File: config.mk
export PLATFORM = sky130hd
export DESIGN_NAME = mux_scan
export DESIGN_NICKNAME = d
export VERILOG_FILES = /design/src/rtl/mux_scan.sv
export SDC_FILE = /design/constraint.sdc
export NUM_CORES = 1
export LEC_CHECK = 0
export BUFFER_PORTS_ARGS = -buffer_cell sky130_fd_sc_hd__buf_2
export CAP_MARGIN = 10
export CORE_AREA = 2 2 39 41
export CTS_CLUSTER_DIAMETER = 150
export DETAILED_ROUTE_END_ITERATION = 16
export DIE_AREA = 0 0 41 43
export GPL_TIMING_DRIVEN = 0
export PLACE_DENSITY_LB_ADDON = 0.3
export SETUP_SLACK_MARGIN = 0.05
export SLEW_MARGIN = 25
export SYNTH_ARGS = -nofsm -noshare
export SYNTH_HDL_FRONTEND = slang
export SYNTH_SLANG_ARGS = --single-unit
File: constraint.sdc
create_clock -name clk -period 2.4 [get_ports clk]
set_input_delay 0.48 -clock clk [delete_from_list [all_inputs] [get_ports clk]]
set_output_delay 0.48 -clock clk [all_outputs]
set_load 0.005 [all_outputs]
File: src/rtl/mux_scan.sv
// Registered N-to-1 channel selector with a manual/scan pointer and a
// valid/ready output hold stage (one sample per cycle when the consumer is ready).
module mux_scan #(
   parameter int N       = 8,
   parameter int W       = 1,
   parameter bit REVERSE = 1'b1,
   localparam int SW     = $clog2(N)
) (
   input  logic            clk,
   input  logic            rst,
   input  logic [N*W-1:0]  i,
   input  logic [SW-1:0]   s,
   input  logic            mode,
   input  logic            en,
   input  logic            rdy,
   output logic [W-1:0]    y,
   output logic [SW-1:0]   ch,
   output logic            v,
   output logic            last
);

   typedef enum logic {IDLE, HOLD} state_t;

   state_t          state_q, state_d;
   logic [W-1:0]    y_q, y_d;
   logic [SW-1:0]   ch_q, ch_d;
   logic            last_q, last_d;
   logic [SW-1:0]   c_q, c_d;
   logic [SW-1:0]   p;
   logic [SW-1:0]   idx;
   logic            capture;
   logic [W-1:0]    chan [N];

   for (genvar gi = 0; gi < N; gi++) begin : g_chan
      assign chan[gi] = i[gi*W +: W];
   end

   // N is a power of two, so idx always addresses a real channel.
   assign p   = mode ? c_q : s;
   assign idx = REVERSE ? (SW'(N-1) - p) : p;

   always_comb begin
      state_d = state_q;
      y_d     = y_q;
      ch_d    = ch_q;
      last_d  = last_q;
      c_d     = c_q;
      capture = 1'b0;
      case (state_q)
         IDLE: capture = en;
         HOLD: begin
            if (rdy) begin
               if (en) begin
                  capture = 1'b1;
               end else begin
                  state_d = IDLE;
                  last_d  = 1'b0;
               end
            end
         end
         default: state_d = IDLE;
      endcase
      if (capture) begin
         state_d = HOLD;
         y_d     = chan[idx];
         ch_d    = p;
         last_d  = mode && (p == SW'(N-1));
         if (mode) c_d = c_q + 1'b1;
      end
   end

   always_ff @(posedge clk) begin
      if (rst) begin
         state_q <= IDLE;
         y_q     <= '0;
         ch_q    <= '0;
         last_q  <= 1'b0;
         c_q     <= '0;
      end else begin
         state_q <= state_d;
         y_q     <= y_d;
         ch_q    <= ch_d;
         last_q  <= last_d;
         c_q     <= c_d;
      end
   end

   assign y    = y_q;
   assign ch   = ch_q;
   assign v    = (state_q == HOLD);
   assign last = last_q;

endmodule

==> flow_summary.ini, run 1 <==
[status]
outcome = complete, no violations

[cells_and_area]
insertedDiodeCount = 0
nFillCells = 157
area_growth_syn_to_layout_pct = 31.1
drive_gt1_frac = 0.373
nNetsFinal = 85
final_cells = 83
seqCellArea_um2 = 180
multi_input_area_um2 = 251

[clock_tree]
cts-resized-gates = 0
htreeDepth = 1
cts.path.max_buffers = 2
clock-sinks = 9
cts_hold_buffers = 0
cts_tree = yes
clk_latency_ps = 260
clkSlewWorstSetupHoldPaths_ps = 60
cts_buffers = 3
cts_setup_buffers = 0
clockRootBuffer = clkbuf_4

[min_path]
hold_class = in -> reg

[job]
cap_violations = 0

[floorplanning]
die_h_um = 43
dieArea_um2 = 1760
initial_core_util = 0.328
die_w_um = 41
core_area_um2 = 1380
row_count = 14
io_pins = 22

[sta]
fin_crit_sh = 0.620
finalMaxSlewViolations = 0
rsz0062_at_grt = false
fin_crit_ps = 1490
hold_viol = 0
max_clock_freq_mhz = 672
final-setup-viol-count = 0
max_slew_margin = 0.752
worstMarginPinSlew_ps = 372
finClkSkew_ps = 5.43
setup_tns_ps = 0
hold_ws_ps = 486
worst_slack_ps = 912

[critical_path]
critPathLaunch = c_q[1]
crit_path_end_kind = register
cpMaxStageDelayCell = mux4_1
reg2reg_depth = 4
crit_path_end = y
r2r_start = c_q[1]
worstPathMaxFanout = 4
critical_path_class = reg -> reg
start_kind = register
slowest_delay_ps = 540
crit_chain = mux2_4 > mux4_1 > mux2i_1 > a211oi_1
required_ps = 2530
r2r_slack_ps = 910
cp.arrival_ps = 1620
rr_endpoint = y

[detailed_routing]
met2_length_um = 408
num_vias = 397
wl_met3_um = 48
dr.pass1.iters = 4
drt-vias-per-instance = 4.78
drc = 0
drt_wl_total_um = 902
postRouteAntennaNets = 0
drt_iter0_drc = 3
dr.max_layer_used = met4
wirelength_met1_um = 408
wire_per_inst_um = 10.9

[power]
powerDensity_nw_per_um2 = 562
peakVddDrop_uv = 255
p_leak_uw = 0.000288

[logic_synthesis]
synth_ff_type = dfxtp_1
yosys_warnings = 0
yosysTopAreaCellShare = 0.397
ys_ff_latch = 9
syn-num-nets = 61
yosys-top-cells-area = dfxtp_1 40%, mux4_1 12%, mux2i_1 8.8%
synth_area_um2 = 454
ys_types = 20
ys_top_cells_by_count = 9 x dfxtp_1, 7 x nor2_1, 4 x mux2i_1
async_flop_share = 0
synth_area_leader_cell = dfxtp_1
ys_seq_area_frac = 0.397
avgSynthCellArea_um2 = 10.3
synth-edff-count = 0
synth.most_common_cell = dfxtp_1
syn_inst = 44

[placed_design]
port_buffers = 19
place_inst = 79
gp_congestion = 0.739
dp_hpwl_um = 702
dp_slack_ps = 643

[global_route]
grt_pass1_vias = 361
grt_start_max_net_pins = 10
grt_pass1_wl_um = 1460
antenna_found_initial = 0
grt_usage = 0.129
grt_overflow = 0
## worst min-delay path by stage
stage | depth (start not counted) | from | to | slack (ps)
final | 3 | en | v | 490
after global routing | 3 | en | v | 490
after global placement | 2 | last | last | 470
after detailed placement | 2 | last | last | 470
after CTS | 3 | en | v | 480
after floorplan | 2 | c_q[1] | c_q[1] | 470
## cell type report
type                    instances  share of cell area
multi-input cells              31               0.422
flip-flops and latches          9               0.303
repair buffers                 19               0.160
clock buffers                   4              0.0441
well taps                      16              0.0336
plain buffers                   3              0.0315
inverters                       1             0.00630
## metrics by stage
step	area [µm²]	utilization	total power, µW
6_report	596	0.430	335
5_1_grt	596	0.430	357
4_1_cts	596	0.430	341
3_5_place_dp	569	0.411	221
3_3_place_gp	569	0.411	220
2_1_floorplan	454	-	200
## flip-flops by register name, indices dropped and copies added, names as in the netlist
signal and flops:
y 1, last 1, v 1, ch 3
c_q 3
## routing by layer
metal	vias up	global-route usage
li1	204	-
met1	176	0.148
met2	12	0.175
met3	5	0.0471
met4	0	0.120
met5	-	0
## power breakdown
| part | switching [µW] | internal (µW) |
|---|---|---|
| Clock | 53.9 | 64.1 |
| Combinational | 23.3 | 31.6 |
| Sequential | 5.01 | 157 |
## critical path, delay by kind of cell (launching register included)
family         cells  cell delay, ps
flip-flops         1             390
multiplexers       3             890
AO/OA/AOI/OAI      1              80
## cells in the final DEF, fill, tap and decap left out
cell type,count
mux4_1,2
ha_1,1
o21ai_0,1
a21oi_1,2
clkbuf_1,3
mux2_4,1
a2bb2oi_1,1
nand4_1,1
a211oi_1,2
mux2_2,1
xor2_1,2
inv_1,1
buf_2,19
clkbuf_4,3
nor2_1,7
nand3_1,3
nand2_1,1
nand2b_1,1
mux2i_1,4
and2_1,1
buf_6,1
dfxtp_1,9
## cells by family (layout without fill, tap and decap cells)
kind of cell,Yosys count,count (layout),share of synthesized area
flip-flops,9,9,0.397
adder cells (fa/ha/maj),1,1,0.0275
XOR/XNOR,2,2,0.0386
AND/OR/NAND/NOR,14,14,0.141
multiplexers,8,8,0.262
AO/OA/AOI/OAI,6,6,0.0854
buffers and inverters,4,27,0.0496
(Power assumes the default switching activity.)
==> run 2, diff against run 1 <==
- clock period: 2.4 -> 1.25 ns (I/O delays scaled with it)
==> flow_summary.ini, run 2 (same netlist as run 1, synthesis figures left out) <==
[sta]
max_slew_margin = 0.740
worst_slack_ps = -113
fin_crit_sh = 1.09
rsz0062_at_grt = true
max_clock_freq_mhz = 734
hold_ws_ps = 260
hold_viol = 0
finClkSkew_ps = 2.39
finalMaxSlewViolations = 0
final-setup-viol-count = 1
fin_crit_ps = 1360
worstMarginPinSlew_ps = 390

[critical_path]
r2r_slack_ps = -110
required_ps = 1380
reg2reg_depth = 4
start_kind = register
critical_path_class = reg -> reg
crit_path_end_kind = register
cp.arrival_ps = 1500
worstPathMaxFanout = 3

[placed_design]
gp_congestion = 0.677
dp_hpwl_um = 697
port_buffers = 19
place_inst = 79
dp_slack_ps = -226
postPlaceCellArea_um2 = 566

[cells_and_area]
multi_input_area_um2 = 245
final_cells = 83
fin_area_um2 = 598
seqCellArea_um2 = 181
nFillCells = 149
final_cell_mix = 19 x buf_2, 8 x dfxtp_1, 7 x nor2_1
insertedDiodeCount = 0
nNetsFinal = 85
layout_commonest_cell = buf_2
area_growth_syn_to_layout_pct = 31.7
drive_gt1_frac = 0.448

[clock_tree]
clockRootBuffer = clkbuf_4
clk_latency_ps = 260
cts_tree = yes
cts_hold_buffers = 0
clkSlewWorstSetupHoldPaths_ps = 60
clock-sinks = 9
htreeDepth = 1
cts.path.max_buffers = 2
cts_buffers = 3

[detailed_routing]
drc = 0
num_vias = 388
drt_iter0_drc = 9
drt_wl_total_um = 873
wire_per_inst_um = 10.5
postRouteAntennaNets = 0
dr.pass1.iters = 5
drt-vias-per-instance = 4.67

[floorplanning]
dieArea_um2 = 1760
die_w_um = 41
row_count = 14
io_pins = 22
die_h_um = 43
initial_core_util = 0.328
core_area_um2 = 1380

[job]
cap_violations = 0

[global_route]
grt_pass1_vias = 331
grt_overflow = 0
grt_start_max_net_pins = 10
antenna_found_initial = 0
grt_usage = 0.105
grt_pass1_wl_um = 1210

[power]
p_leak_uw = 0.000287
powerDensity_nw_per_um2 = 1080
power.total_uw = 647
peakVddDrop_uv = 429

[min_path]
hold_class = in -> reg
hold_path_depth = 3

[status]
outcome = complete, but fails checks
failed_checks = negative setup slack
run 2: cell types whose count changed in the layout (fill, tap and decap cells not counted), sizes merged:
| cell | previous run | this run |
|---|---|---|
| buf | 20 | 21 |
| clkbuf | 6 | 5 |
run 2: worst paths after layout:
check | start | to
max reg2reg | c_q[1] | y
min reg2reg | last | last
min | mode | c_q[1]
max | c_q[1] | y
run 2: cell type report:
cell class                 instances  area share
multi-input combinational         31       0.410
sequential                         9       0.303
timing repair buffer              20       0.172
clock buffer                       4      0.0439
tap                               16      0.0335
buffer                             2      0.0314
inverter                           1     0.00628
run 2: through the flow:
stage               setup TNS, ps   util
global route                 -202  0.432
detailed placement           -463  0.409
CTS                          -125  0.431
finish                       -113  0.432
floorplan                    -163      -
global placement             -420  0.409
run 2: what timing repair did:
item                       4_1_cts  5_1_grt
gates resized for setup          1        1
gates cloned                     0        0
setup buffers                    1        0
setup endpoints to repair        5        5
pin swaps                        1        1
run 2: power breakdown:
group	switching (µW)	total, µW	internal (µW)
clock	104	227	123
combinational	45.7	110	64.0
sequential	8.73	310	302
run 2: worst max-delay path, stage by stage (launching register included):
cell,delay [ps]
dfxtp_2,320
mux2_4,280
mux4_2,420
mux2i_1,140
a211oi_1,80
run 2: routing by layer:
layer | track usage | part of all wire
met2 | 0.169 | 0.52
met5 | 0 | 0
met1 | 0.104 | 0.43
met4 | 0.0800 | 0.014
met3 | 0.0314 | 0.044
==> run 3, diff against run 2 <==
- clock period: 1.25 -> 1.2 ns (I/O delays scaled with it)
==> flow_summary.ini, run 3 (same netlist as run 1, synthesis figures left out) <==
[detailed_routing]
drt_wl_total_um = 950
drt_iter0_drc = 4
dr.max_layer_used = met4
dr.pass1.iters = 2
drt-vias-per-instance = 4.78
drc = 0
wirelength_met1_um = 357
met2_length_um = 548
postRouteAntennaNets = 0
num_vias = 406
wl_met3_um = 25
wire_per_inst_um = 11.2

[min_path]
hold_path_depth = 3
hold_start = en
holdPathEnd = v
hold_class = in -> reg

[global_route]
grt_pass1_wl_um = 1440
antenna_found_initial = 0
grt_pass1_vias = 361
grt_usage = 0.120
grt_start_max_net_pins = 10
grt_overflow = 0

[placed_design]
dp_hpwl_um = 709
gp_congestion = 0.672
dp_slack_ps = -268
port_buffers = 19

[critical_path]
r2r_slack_ps = -160
r2r_start = c_q[1]
reg2reg_depth = 4
crit_path_end_kind = register
required_ps = 1340
critical_path_class = reg -> reg
rr_endpoint = y
start_kind = register
cp.arrival_ps = 1500
worstPathMaxFanout = 3

[power]
powerDensity_nw_per_um2 = 1110
peakVddDrop_uv = 641
p_leak_uw = 0.000305

[cells_and_area]
nNetsFinal = 87
layout_commonest_cell = buf_2
final_util = 0.453
insertedDiodeCount = 0
final_cell_mix = 19 x buf_2, 7 x nor2_1, 7 x dfxtp_1
drive_gt1_frac = 0.493
nFillCells = 150
area_growth_syn_to_layout_pct = 38.0

[floorplanning]
io_pins = 22
dieArea_um2 = 1760
die_w_um = 41
die_h_um = 43
initial_core_util = 0.328
core_area_um2 = 1380
row_count = 14

[sta]
max_slew_margin = 0.744
worstMarginPinSlew_ps = 384
fin_crit_sh = 1.14
finalMaxSlewViolations = 0
final-setup-viol-count = 1
fin_crit_ps = 1360
hold_ws_ps = 255
hold_viol = 0
worst_slack_ps = -163
max_clock_freq_mhz = 734
rsz0062_at_grt = true
finClkSkew_ps = 3.95

[clock_tree]
clkSlewWorstSetupHoldPaths_ps = 70
htreeDepth = 1
clock-sinks = 9
clk_latency_ps = 270
cts_buffers = 3
cts.path.max_buffers = 2
clockRootBuffer = clkbuf_4
cts_tree = yes

[job]
cap_violations = 0

[status]
failed_checks = negative setup slack
outcome = complete, but fails checks
==> run 3: changes by cell type in the layout (fill, tap and decap cells not counted), sizes merged <==
cell,previous run,this run
buf,21,23
==> run 3: area by class of cell <==
type | instances | area, µm² | area share
Multi-Input combinational cell | 31 | 254 | 0.405
Timing Repair Buffer | 21 | 110 | 0.176
Buffer | 3 | 30.0 | 0.0479
Inverter | 1 | 3.75 | 0.00599
Tap cell | 16 | 20.0 | 0.0319
Sequential cell | 9 | 183 | 0.291
Clock buffer | 4 | 26.3 | 0.0419
==> run 3: repair_timing <==
| item | in CTS | in global routing |
|---|---|---|
| setup endpoints to repair | 4 | 5 |
| hold buffers | 0 | 0 |
| gates resized for setup | 2 | 5 |
| setup buffers | 1 | 1 |
| pin swaps | 1 | 1 |
==> run 3: how the worst max path moves through the flow <==
stage	depth (start not counted)	from	slack, ps	to
after floorplan	5	mode	-200	y
after global placement	5	mode	-250	y
after detailed placement	5	mode	-270	y
after CTS	4	c_q[1]	-180	y
after global routing	4	c_q[1]	-200	y
final	4	c_q[1]	-160	y
==> run 3: where the power goes <==
part / leakage [µW] / internal, µW / switching (µW)
Sequential: 0.0000744 / 315 / 10.8
Clock: 0.0000150 / 129 / 115
Combinational: 0.000215 / 76.0 / 50.1
==> run 3: critical path, cell delays in order, from the launching register on <==
cell      delay (ps)
dfxtp_2          320
mux2_4           280
mux4_2           420
mux2i_1          140
a211oi_1          80
==> run 3: per-layer routing <==
layer	vias to the layer above	track usage
li1	207	-
met1	188	0.141
met2	9	0.191
met3	2	0.0157
met4	0	0.0800
met5	-	0
==> run 3: per-stage QoR <==
stage          total power [µW]  cells  instance area, µm²  TNS [ps]
5_1_grt                     730     85                 627      -204
3_3_place_gp                444     79                 567      -274
6_report                    695     85                 627      -163
3_5_place_dp                447     79                 567      -300
2_1_floorplan               404     44                 452      -203
4_1_cts                     686     84                 604      -177
